--- src/rtl/pong_pkg.sv ---
// Shared Pong video-timing constants and the vblank scheduler state encoding.
package pong_pkg;

    typedef enum logic [1:0] {
        ST_IDLE  = 2'd0,
        ST_ARB   = 2'd1,
        ST_GRANT = 2'd2,
        ST_DONE  = 2'd3
    } sched_state_e;

    localparam int unsigned H_VISIBLE = 640;
    localparam int unsigned H_TOTAL   = 800;
    localparam int unsigned V_VISIBLE = 480;
    localparam int unsigned V_TOTAL   = 525;

endpackage

--- src/rtl/rr_arbiter.sv ---
// Combinational round-robin picker: lowest pending bit at or after rr_ptr, wrapping.
module rr_arbiter #(
    parameter int N_REQ = 4
) (
    input  logic [N_REQ-1:0]         pending,
    input  logic [$clog2(N_REQ)-1:0] rr_ptr,
    output logic [N_REQ-1:0]         pick,
    output logic                     any
);

    logic [2*N_REQ-1:0] dbl_s;
    logic [2*N_REQ-1:0] back_s;
    logic [N_REQ-1:0]   rot_s;
    logic [N_REQ-1:0]   first_s;

    // Rotate so rr_ptr sits at bit 0, isolate the lowest set bit, rotate back.
    assign dbl_s   = {pending, pending} >> rr_ptr;
    assign rot_s   = dbl_s[N_REQ-1:0];
    assign first_s = rot_s & (~rot_s + N_REQ'(1));
    assign back_s  = {first_s, first_s} << rr_ptr;
    assign pick    = back_s[2*N_REQ-1:N_REQ];
    assign any     = |pending;

endmodule

--- src/rtl/vblank_scheduler.sv ---
// Hands the vertical-blanking window to one game-update client at a time,
// round-robin, with a per-grant cycle budget and sticky error flags.
module vblank_scheduler
    import pong_pkg::*;
#(
    parameter int N_REQ   = 4,
    parameter int VD      = 480,
    parameter int TIMEOUT = 1024,
    parameter int CNT_W   = 16
) (
    input  logic             clk,
    input  logic             reset_n,
    input  logic [9:0]       pixel_y,
    input  logic             video_on,
    input  logic [N_REQ-1:0] req,
    input  logic [N_REQ-1:0] done,
    input  logic             clr_err,
    output logic [N_REQ-1:0] grant,
    output logic             frame_tick,
    output logic             busy,
    output logic             overrun,
    output logic [N_REQ-1:0] timeout_err,
    output logic [CNT_W-1:0] frame_cnt
);

    localparam int PW = $clog2(N_REQ);
    localparam int TW = $clog2(TIMEOUT);

    sched_state_e     state_r, state_s;
    logic [N_REQ-1:0] grant_r, grant_s;
    logic [N_REQ-1:0] served_r, served_s;
    logic [PW-1:0]    rr_ptr_r, rr_ptr_s;
    logic [TW-1:0]    timer_r, timer_s;
    logic             first_r, first_s;
    logic             vb_q_r;
    logic             tick_r, busy_r, overrun_r;
    logic [N_REQ-1:0] terr_r;
    logic [CNT_W-1:0] cnt_r;

    logic             vb_s, open_s, close_s, done_hit_s, any_s, cnt_inc_s, ov_set_s;
    logic [N_REQ-1:0] pick_s, te_set_s;

    assign vb_s       = (pixel_y >= 10'(VD)) & ~video_on;
    assign open_s     = vb_s & ~vb_q_r;
    assign close_s    = ~vb_s & vb_q_r;
    assign done_hit_s = |(done & grant_r);

    rr_arbiter #(.N_REQ(N_REQ)) u_rr_arbiter (
        .pending (req & ~served_r),
        .rr_ptr  (rr_ptr_r),
        .pick    (pick_s),
        .any     (any_s)
    );

    // Next-state, grant, served-mask and error-set decisions.
    always_comb begin
        state_s   = state_r;
        grant_s   = grant_r;
        served_s  = served_r;
        rr_ptr_s  = rr_ptr_r;
        timer_s   = timer_r;
        first_s   = first_r;
        cnt_inc_s = 1'b0;
        ov_set_s  = 1'b0;
        te_set_s  = '0;
        case (state_r)
            ST_IDLE: begin
                if (open_s) begin
                    state_s   = ST_ARB;
                    served_s  = '0;
                    cnt_inc_s = 1'b1;
                    first_s   = 1'b1;
                    // The very first frame after reset starts at client 0.
                    if (first_r) begin
                        rr_ptr_s = (rr_ptr_r == PW'(N_REQ - 1)) ? '0 : rr_ptr_r + PW'(1);
                    end else begin
                        rr_ptr_s = rr_ptr_r;
                    end
                end else begin
                    state_s = ST_IDLE;
                end
            end
            ST_ARB: begin
                if (close_s) begin
                    state_s = ST_IDLE;
                end else if (!any_s) begin
                    state_s = ST_DONE;
                end else begin
                    state_s = ST_GRANT;
                    grant_s = pick_s;
                    timer_s = '0;
                end
            end
            ST_GRANT: begin
                if (close_s) begin
                    state_s = ST_IDLE;
                    grant_s = '0;
                    if (done_hit_s) begin
                        served_s = served_r | grant_r;
                    end else begin
                        ov_set_s = 1'b1;
                    end
                end else if (done_hit_s) begin
                    state_s  = ST_ARB;
                    grant_s  = '0;
                    served_s = served_r | grant_r;
                end else if (timer_r == TW'(TIMEOUT - 1)) begin
                    state_s  = ST_ARB;
                    grant_s  = '0;
                    served_s = served_r | grant_r;
                    te_set_s = grant_r;
                end else begin
                    timer_s = timer_r + TW'(1);
                end
            end
            default: begin
                if (close_s) begin
                    state_s = ST_IDLE;
                end else begin
                    state_s = ST_DONE;
                end
            end
        endcase
    end

    // State and output registers; a fresh error outranks a same-cycle clear.
    always_ff @(posedge clk or negedge reset_n) begin
        if (!reset_n) begin
            state_r   <= ST_IDLE;
            grant_r   <= '0;
            served_r  <= '0;
            rr_ptr_r  <= '0;
            timer_r   <= '0;
            first_r   <= 1'b0;
            vb_q_r    <= 1'b0;
            tick_r    <= 1'b0;
            busy_r    <= 1'b0;
            overrun_r <= 1'b0;
            terr_r    <= '0;
            cnt_r     <= '0;
        end else begin
            state_r   <= state_s;
            grant_r   <= grant_s;
            served_r  <= served_s;
            rr_ptr_r  <= rr_ptr_s;
            timer_r   <= timer_s;
            first_r   <= first_s;
            vb_q_r    <= vb_s;
            tick_r    <= open_s;
            busy_r    <= (state_s != ST_IDLE);
            overrun_r <= ov_set_s | (overrun_r & ~clr_err);
            terr_r    <= te_set_s | (clr_err ? '0 : terr_r);
            cnt_r     <= cnt_inc_s ? cnt_r + CNT_W'(1) : cnt_r;
        end
    end

    assign grant       = grant_r;
    assign frame_tick  = tick_r;
    assign busy        = busy_r;
    assign overrun     = overrun_r;
    assign timeout_err = terr_r;
    assign frame_cnt   = cnt_r;

endmodule

--- config.mk ---
export PLATFORM = sky130hd
export DESIGN_NAME = vblank_scheduler
export DESIGN_NICKNAME = d
export VERILOG_FILES = /design/src/rtl/pong_pkg.sv /design/src/rtl/rr_arbiter.sv /design/src/rtl/vblank_scheduler.sv
export SDC_FILE = /design/constraint.sdc
export NUM_CORES = 1
export LEC_CHECK = 0
export CORE_ASPECT_RATIO = 0.75
export CORE_MARGIN = 1.5
export CORE_UTILIZATION = 53
export CTS_BUF_LIST = sky130_fd_sc_hd__clkbuf_8
export DETAILED_ROUTE_END_ITERATION = 10
export PLACE_DENSITY = 0.81
export REMOVE_ABC_BUFFERS = 1
export SETUP_SLACK_MARGIN = 0.02
export SYNTH_ARGS = -nofsm -noshare
export SYNTH_HDL_FRONTEND = slang
export SYNTH_SLANG_ARGS = --single-unit
export TNS_END_PERCENT = 50
--- constraint.sdc ---
create_clock -name clk -period 2.59 [get_ports clk]
set_input_delay 0.3885 -clock clk [delete_from_list [all_inputs] [get_ports clk]]
set_output_delay 0.3885 -clock clk [all_outputs]
set_load 0.05 [all_outputs]
==> flow_summary.yaml <==
sta:
  setup_repair_after_global_routing_missed_its_margin: "false"
  skew_ps: 4.65
  setup-violations-final: 0
  timing.slew.headroom_pct: 55.7
  finalCritPeriodShare_pct: 77.9
  tightest_slew_ps: 665
  final_period_minus_worst_setup_slack_ps: 2020
  totalNegativeSetupSlack_ps: 0
  slew_viol_final: 0
  hold_viol_final: 0
  fmax_mhz: 495
worst_setup_path:
  critical-path-top-delay-family: "buffers and inverters"
  timing.critical_path.from: "grant[0]"
  worst_r2r_path_depth: 7
  worst_path_largest_cell_delay_ps: 850
  arrival_ps: 1630
  timing.critical_path.from_type: "flip-flop"
  worstPathBufferInverterCount: 1
  critPathMaxFanout: 5
  cp_endpoint_kind: "output pin"
  cp_cell_sequence: "clkdlybuf4s50_1"
  timing_worst_setup_path_type: "reg2out"
  rrSetupSlack_ps: 590
  slowest_cp_cell: "sky130_fd_sc_hd__clkdlybuf4s50_1"
  worst_r2r_endpoint: "served_r[2]"
  reg_to_reg_start: "timer_r[0]"
  timing.critical_path.required_ps: 2200
clocking:
  postCtsSetupBuffers: 0
  cts_tree: "done"
  cts_repair_resize_count: 0
  clockBufferDepth: 2
  htreeDepth: 2
  cts_hold_repair.buffers: 0
  clk_pin_slew_worst_paths_ps: 80
  clk-insertion-delay-late_ps: 300
  cts.sink_count: 47
  root_buffer: "sky130_fd_sc_hd__clkbuf_8"
  number_of_buffers_created_by_cts: 5
floorplanning:
  floorplan.die.width_um: 79.9
  placeableCoreArea_um2: 4150
  die_h_um: 60.7
  core.rowCount: 20
  area_of_the_die_um2: 4850
  floorplan.initialDensity_pct: 56.6
  floorplan.io_pins: 49
global_route:
  grt.overflow.total: 0
  gr-usage-all-layers_pct: 24.5
  grt_pass1_vias: 1865
  grt_antenna_before_repair: 0
  grt_start_max_net_pins: 31
  wire_length_of_the_first_global_routing_pass_um: 8960
place:
  postPlaceCellArea_um2: 2860
  dp_hpwl_um: 3910
  placer_congestion_estimate: 0.784
  placedCellCount: 328
  placement.io_buffers: 43
layout:
  syn_to_final_growth_pct: 26.1
  n_fill_cell: 316
  final_cell_area_um2: 2970
  antenna-diode-count: 0
  fraction_of_final_layout_cells_sized_beyond_drive_strength_1_pct: 8.93
  layout.nets: 305
  final_cell_count_no_fill: 335
logic_synthesis:
  avg_inst_size_synth_um2: 10.2
  synth.ff_latch_count: 47
  synth-async-reset-ratio_pct: 100
  yosysMostFrequentCell: "sky130_fd_sc_hd__dfrtp_1"
  synth.cell_area_um2: 2350
  synth-seq-area-share_pct: 50.0
  count_of_distinct_cell_types_in_the_synthesized_netlist: 44
  synth.top_cells.by_count: "sky130_fd_sc_hd__dfrtp_1, sky130_fd_sc_hd__nand2_1, sky130_fd_sc_hd__nor2_1, sky130_fd_sc_hd__a22o_1"
  post_synth_inst_count: 230
  ys.warnings.count: 0
  cell_types_occupying_the_most_area_after_synthesis: "sky130_fd_sc_hd__dfrtp_1, sky130_fd_sc_hd__a22o_1, sky130_fd_sc_hd__xnor2_1"
  yosys.area.top_type_share_pct: 50.0
  synthDominantAreaCellType: "sky130_fd_sc_hd__dfrtp_1"
  edff_count_synth: 0
  synth_flop_cell: "sky130_fd_sc_hd__dfrtp_1"
power_and_ir_drop:
  power_density_nw_per_um2: 844
  total_leakage_power_nw: 1.29
  final_total_pwr_w: 0.00250
  vdd.ir_drop.worst_uv: 401
flow_run:
  max_cap_violations: 0
detailed_routing:
  first_pass_iters: 4
  routed_wire_length_per_instance_um: 15.8
  ant_nets: 0
  route.final.wire_length_um: 5290
  drt_iter0_drc: 122
  detail_route.vias_per_cell: 5.87
  detailroute.via_count: 1968
  drcViolationCount: 0
run_status:
  status: "finished, final reports clean"
min_path:
  worst_hold_path_type: "in2async"
[flip-flops by register name (all words and copies together), names as in the netlist]
signal	cells
state_r	2
first_r	1
overrun	1
timer_r	10
frame_cnt	16
served_r	4
busy	1
grant	4
rr_ptr_r	2
timeout_err	4
vb_q_r	1
frame_tick	1
[cell type report]
class / count / area, um^2 / share of cell area, %
flip-flops and latches: 47 / 1180 / 39.7
multi-input cells: 170 / 1120 / 37.7
clock buffers: 5 / 68.8 / 2.32
repair buffers: 50 / 478 / 16.1
well taps: 55 / 68.8 / 2.32
clock inverters: 2 / 33.8 / 1.14
inverters: 6 / 22.5 / 0.759
[cells by family (layout without fill, tap and decap cells)]
kind of cell	count (synthesis)	after routing	share of synthesized area, %
xor gates and xnor gates	15	15	5.59
adders and majority gates	3	3	1.60
DFF	47	47	50.0
buffers and inverters	13	63	2.50
muxes	3	3	1.44
AOI/OAI and AO/OA	58	58	19.1
and+or+nand+nor	91	91	19.7
[stage by stage]
stage	worst slack (ps)	util, %	hold WS, ps
6_report	572	71.4	118
5_1_grt	416	71.4	157
4_1_cts	563	71.4	133
3_5_place_dp	305	68.9	452
3_3_place_gp	368	68.9	448
2_1_floorplan	529	-	92.9
[power breakdown]
part	total (W)	switching, W	internal (W)
combinational	0.000947	0.000562	0.000385
clock	0.000511	0.000232	0.000279
sequential	0.00104	0.000179	0.000866
total	0.00250	0.000974	0.00153
[how the worst max path moves through the flow]
stage                             end  depth (start not counted)
final                        grant[0]                          1
after global routing      served_r[2]                          7
after CTS                    grant[0]                          1
after detailed placement     grant[3]                          6
after global placement       grant[3]                          6
after floorplan              grant[3]                          6
[placed cells by master (no fill, tap or decap), types with 6 or more instances in the layout]
cell type                         count
sky130_fd_sc_hd__nand2b_1             6
sky130_fd_sc_hd__nor3_1               9
sky130_fd_sc_hd__dfrtp_1             47
sky130_fd_sc_hd__nor2_1              17
sky130_fd_sc_hd__clkdlybuf4s50_1     42
sky130_fd_sc_hd__xnor2_1             12
sky130_fd_sc_hd__nand4_1              7
sky130_fd_sc_hd__o21ai_0             12
sky130_fd_sc_hd__inv_1                7
sky130_fd_sc_hd__a22o_1              13
sky130_fd_sc_hd__nand3_1              8
sky130_fd_sc_hd__buf_4                7
sky130_fd_sc_hd__nor2b_1              6
sky130_fd_sc_hd__a21oi_1              9
sky130_fd_sc_hd__nand2_1             21
[per-layer routing]
metal | GRT usage (%) | up-vias | wire [um]
met5 | 0 | - | 0
met4 | 8.13 | 0 | 68
met3 | 4.51 | 6 | 231
met2 | 37.8 | 52 | 2420
met1 | 35.5 | 966 | 2570
li1 | - | 944 | -
Note: power is estimated with default switching activity, not from simulation.
